<file path="config.mk">
export PLATFORM = sky130hd
export DESIGN_NAME = lsu_dmem_ctrl
export DESIGN_NICKNAME = d
export VERILOG_FILES = /design/src/rtl/lsu_dmem_ctrl.sv
export SDC_FILE = /design/constraint.sdc
export NUM_CORES = 1
export LEC_CHECK = 0
export BUFFER_PORTS_ARGS = -buffer_cell sky130_fd_sc_hd__buf_2
export CORE_MARGIN = 2
export CORE_UTILIZATION = 47
export CTS_CLUSTER_SIZE = 12
export DETAILED_ROUTE_END_ITERATION = 6
export HOLD_SLACK_MARGIN = 0.05
export PLACE_DENSITY = 0.77
export SLEW_MARGIN = 0
export SYNTH_ARGS = -nofsm -noshare
export SYNTH_HDL_FRONTEND = slang
export SYNTH_SLANG_ARGS = --single-unit
</file>
<file path="constraint.sdc">
create_clock -name clk -period 2.5 [get_ports clk]
set_input_delay 0.5 -clock clk [delete_from_list [all_inputs] [get_ports clk]]
set_output_delay 0.5 -clock clk [all_outputs]
set_load 0.05 [all_outputs]
</file>
<file path="src/rtl/lsu_dmem_ctrl.sv">
// Load/store initiator between the core memory stage and a word-only data memory.
// Sub-word stores are read-modify-write; misaligned or illegal requests complete with rsp_err.
module lsu_dmem_ctrl #(
  parameter int DATA_WIDTH = 32,
  parameter int ADDR_WIDTH = 32
) (
  input  logic                  clk,
  input  logic                  rst_n,
  input  logic                  req_valid,
  output logic                  req_ready,
  input  logic                  req_we,
  input  logic [2:0]            req_funct3,
  input  logic [ADDR_WIDTH-1:0] req_addr,
  input  logic [DATA_WIDTH-1:0] req_wdata,
  output logic                  rsp_valid,
  output logic [DATA_WIDTH-1:0] rsp_rdata,
  output logic                  rsp_err,
  output logic [ADDR_WIDTH-1:0] mem_addr,
  output logic [DATA_WIDTH-1:0] mem_wdata,
  output logic                  mem_rw,
  input  logic [DATA_WIDTH-1:0] mem_rdata
);

  typedef enum logic [2:0] {IDLE, RD, RD_CAP, WR, RESP} state_t;

  state_t                  state_reg;
  logic [1:0]              addr_lo_reg;
  logic [2:0]              funct3_reg;
  logic                    we_reg;
  logic [15:0]             wdata_lo_reg;
  logic                    rsp_valid_reg;
  logic                    rsp_err_reg;
  logic [DATA_WIDTH-1:0]   rsp_rdata_reg;
  logic [ADDR_WIDTH-1:0]   mem_addr_reg;
  logic [DATA_WIDTH-1:0]   mem_wdata_reg;
  logic                    mem_rw_reg;

  logic                    req_err;
  logic [4:0]              byte_shift;
  logic [7:0]              byte_val;
  logic [15:0]             half_val;
  logic [DATA_WIDTH-1:0]   load_ext;
  logic [DATA_WIDTH-1:0]   merged;

  // Misalignment and illegal-code decode on the live request, used only at accept.
  always_comb begin
    req_err = 1'b0;
    case (req_funct3)
      3'b000:  req_err = 1'b0;
      3'b001:  req_err = req_addr[0];
      3'b010:  req_err = |req_addr[1:0];
      3'b100:  req_err = req_we;
      3'b101:  req_err = req_we | req_addr[0];
      default: req_err = 1'b1;
    endcase
  end

  always_comb begin
    byte_shift = {addr_lo_reg, 3'b000};
    byte_val   = mem_rdata[byte_shift +: 8];
    half_val   = addr_lo_reg[1] ? mem_rdata[DATA_WIDTH-1:DATA_WIDTH/2] : mem_rdata[DATA_WIDTH/2-1:0];
    load_ext   = mem_rdata;
    case (funct3_reg)
      3'b000:  load_ext = {{(DATA_WIDTH-8){byte_val[7]}}, byte_val};
      3'b001:  load_ext = {{(DATA_WIDTH-16){half_val[15]}}, half_val};
      3'b100:  load_ext = {{(DATA_WIDTH-8){1'b0}}, byte_val};
      3'b101:  load_ext = {{(DATA_WIDTH-16){1'b0}}, half_val};
      default: load_ext = mem_rdata;
    endcase
    merged = mem_rdata;
    if (funct3_reg[0])
      merged[{addr_lo_reg[1], 4'b0000} +: 16] = wdata_lo_reg;
    else
      merged[byte_shift +: 8] = wdata_lo_reg[7:0];
  end

  always_ff @(posedge clk) begin
    if (!rst_n) begin
      state_reg     <= IDLE;
      addr_lo_reg   <= '0;
      funct3_reg    <= '0;
      we_reg        <= 1'b0;
      wdata_lo_reg  <= '0;
      rsp_valid_reg <= 1'b0;
      rsp_err_reg   <= 1'b0;
      rsp_rdata_reg <= '0;
      mem_addr_reg  <= '0;
      mem_wdata_reg <= '0;
      mem_rw_reg    <= 1'b0;
    end else begin
      rsp_valid_reg <= 1'b0;
      mem_rw_reg    <= 1'b0;
      case (state_reg)
        IDLE: begin
          if (req_valid) begin
            addr_lo_reg  <= req_addr[1:0];
            funct3_reg   <= req_funct3;
            we_reg       <= req_we;
            wdata_lo_reg <= req_wdata[15:0];
            if (req_err) begin
              rsp_valid_reg <= 1'b1;
              rsp_err_reg   <= 1'b1;
              state_reg     <= RESP;
            end else if (req_we && req_funct3 == 3'b010) begin
              mem_addr_reg  <= {req_addr[ADDR_WIDTH-1:2], 2'b00};
              mem_wdata_reg <= req_wdata;
              mem_rw_reg    <= 1'b1;
              state_reg     <= WR;
            end else begin
              mem_addr_reg  <= {req_addr[ADDR_WIDTH-1:2], 2'b00};
              state_reg     <= RD;
            end
          end
        end
        RD: state_reg <= RD_CAP;
        RD_CAP: begin
          // Stores fall through to the write of the merged word; loads respond now.
          if (we_reg) begin
            mem_wdata_reg <= merged;
            mem_rw_reg    <= 1'b1;
            state_reg     <= WR;
          end else begin
            rsp_rdata_reg <= load_ext;
            rsp_valid_reg <= 1'b1;
            rsp_err_reg   <= 1'b0;
            state_reg     <= RESP;
          end
        end
        WR: begin
          rsp_valid_reg <= 1'b1;
          rsp_err_reg   <= 1'b0;
          state_reg     <= RESP;
        end
        default: state_reg <= IDLE;
      endcase
    end
  end

  assign req_ready = (state_reg == IDLE);
  assign rsp_valid = rsp_valid_reg;
  assign rsp_err   = rsp_err_reg;
  assign rsp_rdata = rsp_rdata_reg;
  assign mem_addr  = mem_addr_reg;
  assign mem_wdata = mem_wdata_reg;
  assign mem_rw    = mem_rw_reg;

endmodule

</file>
; ---- Word-level counts from Yosys, hierarchy flattened
; Index checks and enable logic that the tools add are counted.
[word_totals]
ff_bits = 122
in_bits = 103
out_inout_bits = 100
word_cells = 78
[classes]
addsub = 2
eq_ne = 16
n_shift = 5
n_mux = 29
n_bitwise = 3
n_reduce_logical = 12
[op_table]
columns = operator, n
row1 = 32-bit two-way mux, 5
row2 = 32-bit one-hot mux with 4 select lines, 1
row3 = 32-bit bitwise mux, 2
row4 = 32-bit one-hot mux with 2 select lines, 1
row5 = 16-bit by 7-bit variable shift with 32-bit output (first input constant), 1
row6 = 8-bit by 7-bit variable shift with 32-bit output (first input constant), 1
row7 = 16-bit by 7-bit indexed part select with 32-bit output, 1
row8 = 32-bit by 6-bit indexed part select with 8-bit output, 1
row9 = 8-bit by 7-bit indexed part select with 32-bit output, 1
row10 = 16-bit two-way mux, 1
row11 = 5-bit negation with 7-bit output, 2
row12 = 3-bit == test (second input constant), 4
row13 = 3-bit one-hot mux with 4 select lines, 1
row14 = 1-bit two-way mux, 10
row15 = 3-bit by 1-bit == test with 1-bit output (second input constant), 3
row16 = 3-bit by 2-bit == test with 1-bit output (second input constant), 3
row17 = 3-bit logical NOT, 3
row18 = 3-bit two-way mux, 3
row19 = 2-bit != test (second input constant), 4
row20 = 1-bit one-hot mux with 3 select lines, 2
row21 = 1-bit one-hot mux with 5 select lines, 1
row22 = 5-bit AND reduction, 1
row23 = 2-bit by 1-bit != test with 1-bit output (second input constant), 2
row24 = 2-bit AND reduction, 2
row25 = 10 further kinds, 11

; ---- Logic depth before layout (Yosys ltp)
[logic_depth]
ltp_word = 6
depth_mapped = 10
depth_no_buf = 6

; ---- Worst setup path before layout
; Ideal clock, no wire load.
[synth_timing]
kind = reg2reg
start = reg state_reg[1]
end = reg funct3_reg[1]
setup_time_ps = 122
arrival_ps = 2363
t_required_ps = 2378
slack_ps = 15
stages_incl_launch_ff = 8
n_path_buf = 3
period_less_slack_ps = 2485
cell_sequence = dfxtp_1 -> buf_2 -> buf_4 -> nor3_1 -> nand2_1 -> buf_2 -> nand2_1 -> a21boi_0
[synth_between]
elab_chain_cells = 2
[synth_rtl]
columns = item, line
row1 = "start, declared", 26  ; state_t state_reg;
row2 = "start signal, assigned", 79  ; state_reg <= IDLE;
row3 = "start signal, assigned", 103  ; state_reg <= RESP;
row4 = "start signal, assigned", 108  ; state_reg <= WR;
row5 = 3-bit logical NOT, n/a
row6 = named net req_ready, 10  ; output logic req_ready,
row7 = 2-bit AND reduction (no source line), n/a
row8 = "end signal, assigned", 97  ; funct3_reg <= req_funct3;
row9 = "end, declared", 28  ; logic [2:0] funct3_reg;
; The timed path passes the listed nets, and every way through them passes these cells.
; A chain may end at the register's enable or synchronous reset.

; ---- Worst setup path after layout
[layout_timing]
start = reg addr_lo_reg[1]
end = reg mem_wdata_reg[17], in the netlist mem_wdata[17]
[layout_between]
elab_chain_cells = 6
word_cells_on_any_way = 11
cone_classes = 2 x add/sub / 4 x shift / 5 x mux
[layout_rtl]
columns = item, line
row1 = "start, declared", 27  ; logic [1:0] addr_lo_reg;
row2 = "start signal, assigned", 96  ; addr_lo_reg <= req_addr[1:0];
row3 = 5-bit negation with 7-bit output (on tied branches), "72, 74"
row4 = "16-bit by 7-bit indexed part select with 32-bit output, or another cell as far along", 72  ; merged[{addr_lo_reg[1], 4'b0000} +: 16] = wdata_lo_reg;
row5 = 32-bit bitwise mux (on tied branches), "72, 74"
row6 = 32-bit two-way mux (*), 71  ; if (funct3_reg[0])
row7 = 32-bit two-way mux (*), 118  ; if (we_reg) begin
row8 = 32-bit one-hot mux with 2 select lines (*), 93  ; case (state_reg)
row9 = "end signal, assigned", 106  ; mem_wdata_reg <= req_wdata;
row10 = "end signal, assigned", 119  ; mem_wdata_reg <= merged;
row11 = "end, declared", 35  ; logic [DATA_WIDTH-1:0] mem_wdata_reg;
; Mark *: on every way between the ends. The rest lies on a longest branch, timed or not. The select of a mux whose other input is x is not followed.

==> results.tsv <==
metric	value	unit
crit_arrival	2.63	ns
yosysWarnings	0	
cap_viol_max_count	0	
drc	0	
grt_usage	26.82	%
synth_area_leaders	dfxtp_1 36%, mux2_2 7.5%, nor2b_1 5.9%	
synth_compound_area_share	26.08	%
clock_sinks	122	
rsz0062_at_grt	false	
grt_max_degree	66	
synth.distinct_cells	50	
peakVddDrop	0.5206	mV
cts_root_buf	clkbuf_16	
ys_ff_latch	122	
final_nets	1078	
clock_latency	0.42	ns
vias	6929	
syn_to_final_growth	24.62	%
hold_path_class	primary input to register	
synth_top_cell_by_area	dfxtp_1	
yosysTopAreaCellShare	35.59	%
overflow	0	
power_leakage	3.674	nW
critPathBufInv	1	
required	2.86	ns
die_area	0.01558	mm²
grt_antenna_before_repair	2	
portBuffers	200	
finalSetupTns	0	ns
worstPathCellList	buf_12, ha_1, and4bb_2, a2111oi_0, o32ai_1, o311a_1	
start_util	47.57	%
wl_per_cell	18.67	µm
cts_tree	built	
drive_gt1_share	31.94	%
cp_top_family	compound AO/OA/AOI/OAI gates	
path_class	register to register	
slew_viol_final	0	
path_max_fanout	52	
highest_layer	met4	
die_w	124.8	µm
place_ws	0.2727	ns
synth_flop_cell	dfxtp_1	
crit_path_start_kind	register	
syn_inst	809	
dp.cells	1135	
syn-cell-area	0.006862	mm²
slowest_stage	ha_1	
cts_hold_buf	0	
period_share	90.51	%
synth_edf_count	0	
final.setup.worst_slack	0.2374	ns
wl_met1	9524	µm
status	finished, final reports clean	
synthSimpleGateAreaFrac	23.41	%
grt_pass1_vias	6093	
synth_fa_ha_area_share	0.9117	%
ant_nets	0	
final_hold_viol_count	0	
synth_top_family_by_area	compound AO/OA/AOI/OAI gates	
async_flop_share	0	%
fin_cells	1168	
numCtsBuffers	17	
relSlewSlack	21.54	%
first_pass_iters	5	
clk_pin_slew_worst_paths	0.06	ns
tightest_slew	1.172	ns
h-tree-depth	4	
rows	44	
met2_length	9733	µm
clk_path_buf_depth	2	
hold_ws	0.3155	ns
placement.cell_area	0.007959	mm²
p_per_area	635.1	mW/mm²
yosys-mux-area-fraction	8.133	%
wirelength	21810	µm
grt_pass1_wl	33150	µm
clock_skew	0.006682	ns
die_y	124.8	µm
postCtsSetupBuffers	0	
final_area	0.008551	mm²
place_hpwl	15090	µm
layout_min_cycle_time	2.263	ns
ys_seq_area_share	35.59	%
core_area	0.01442	mm²
pin_count	203	
fmax	442.0	MHz
place_congestion	0.8817	
finalSetupViolations	0	
vias_per_cell	5.932	
wl_met3	1980	µm
avgSynthCellArea	8.482	µm²
cp-end-kind	register	
cpPeakStageDelay	0.47	ns
cts_resized	0	
synth_xor_area_share	0	%
drt-initial-drc-count	937	
-- metal layers --
metal,up-vias,global-route usage [%]
li1,3326,-
met1,3232,37.52
met2,330,39.89
met3,41,6.400
met4,0,10.52
met5,-,0
-- through the flow --
| step | util, % | power (mW) |
|---|---|---|
| 2_1_floorplan | - | 2.718 |
| 3_3_place_gp | 55.18 | 3.008 |
| 3_5_place_dp | 55.18 | 3.022 |
| 4_1_cts | 59.26 | 5.451 |
| 5_1_grt | 59.28 | 5.628 |
| 6_report | 59.28 | 5.431 |
-- layout make-up --
cell class                 count  area [µm²]
antenna                        1       2.502
clock inverter                12       142.6
tap                          184       230.2
fill                        1303        5873
timing repair buffer         222        1219
multi-input combinational    602        4046
inverter                       5       18.77
clock buffer                  20       446.7
sequential                   122        2445
-- worst paths after layout --
check | from | endpoint | slack [ns] | cells past startpoint
worst min register to register | mem_addr[17]$_SDFFE_PN0P_ | mem_addr[17]$_SDFFE_PN0P_ | 0.46 | 2
worst max register to register | addr_lo_reg[1]$_SDFFE_PN0P_ | mem_wdata[17]$_SDFFE_PN0P_ | 0.24 | 6
worst max-delay path | addr_lo_reg[1]$_SDFFE_PN0P_ | mem_wdata[17]$_SDFFE_PN0P_ | 0.24 | 6
worst min-delay path | req_addr[10] | mem_addr[10]$_SDFFE_PN0P_ | 0.32 | 3
-- cell families after synthesis --
logic type / count (synthesis)
compound gates: 249
flops: 122
buf+inv: 86
fa+ha+maj: 5
simple gates: 296
other cells: 1
mux: 50
-- power by group --
group	switching, mW	total [mW]	internal [mW]
Sequential	0.0675	2.08	2.01
Combinational	0.580	0.915	0.335
Clock	0.932	2.43	1.50
Total	1.58	5.43	3.85
-- tightest hold or removal path, stage by stage --
cell and delay (ns):
buf_2 0.09, nand2_1 0.04, o21ai_0 0.06
-- cell usage in the layout, fill, tap and decap left out, types with 7 or more instances in the layout --
| master | Yosys | layout |
|---|---|---|
| a21oi_1 | 41 | 41 |
| a22oi_1 | 7 | 7 |
| a2111oi_0 | 32 | 32 |
| a21boi_0 | 22 | 22 |
| nand3b_1 | 8 | 8 |
| o311a_1 | 32 | 32 |
| buf_2 | 26 | 199 |
| dfxtp_1 | 122 | 120 |
| nand3_1 | 30 | 30 |
| nand2_1 | 101 | 101 |
| buf_4 | 7 | 19 |
| nor2_1 | 37 | 37 |
| nor2b_1 | 65 | 65 |
| nor4bb_1 | 7 | 7 |
| o211ai_1 | 8 | 8 |
| nor3b_1 | 32 | 32 |
| o21ai_0 | 57 | 57 |
| o32ai_1 | 32 | 32 |
| o21a_1 | 8 | 8 |
| mux2_2 | 46 | 46 |
| clkbuf_16 | 0 | 17 |
-- cells in the mapped netlist, types with 8 or more instances --
library cell and number:
dfxtp_1 122, nand2_1 101, nor2b_1 65, o21ai_0 57, mux2_2 46, a21oi_1 41, clkbuf_1 40, nor2_1 37
a2111oi_0 32, nor3b_1 32, o311a_1 32, o32ai_1 32, nand3_1 30, buf_2 26, a21boi_0 22, nand3b_1 8
o211ai_1 8, o21a_1 8
No activity file was read; power rests on OpenSTA's default activity.
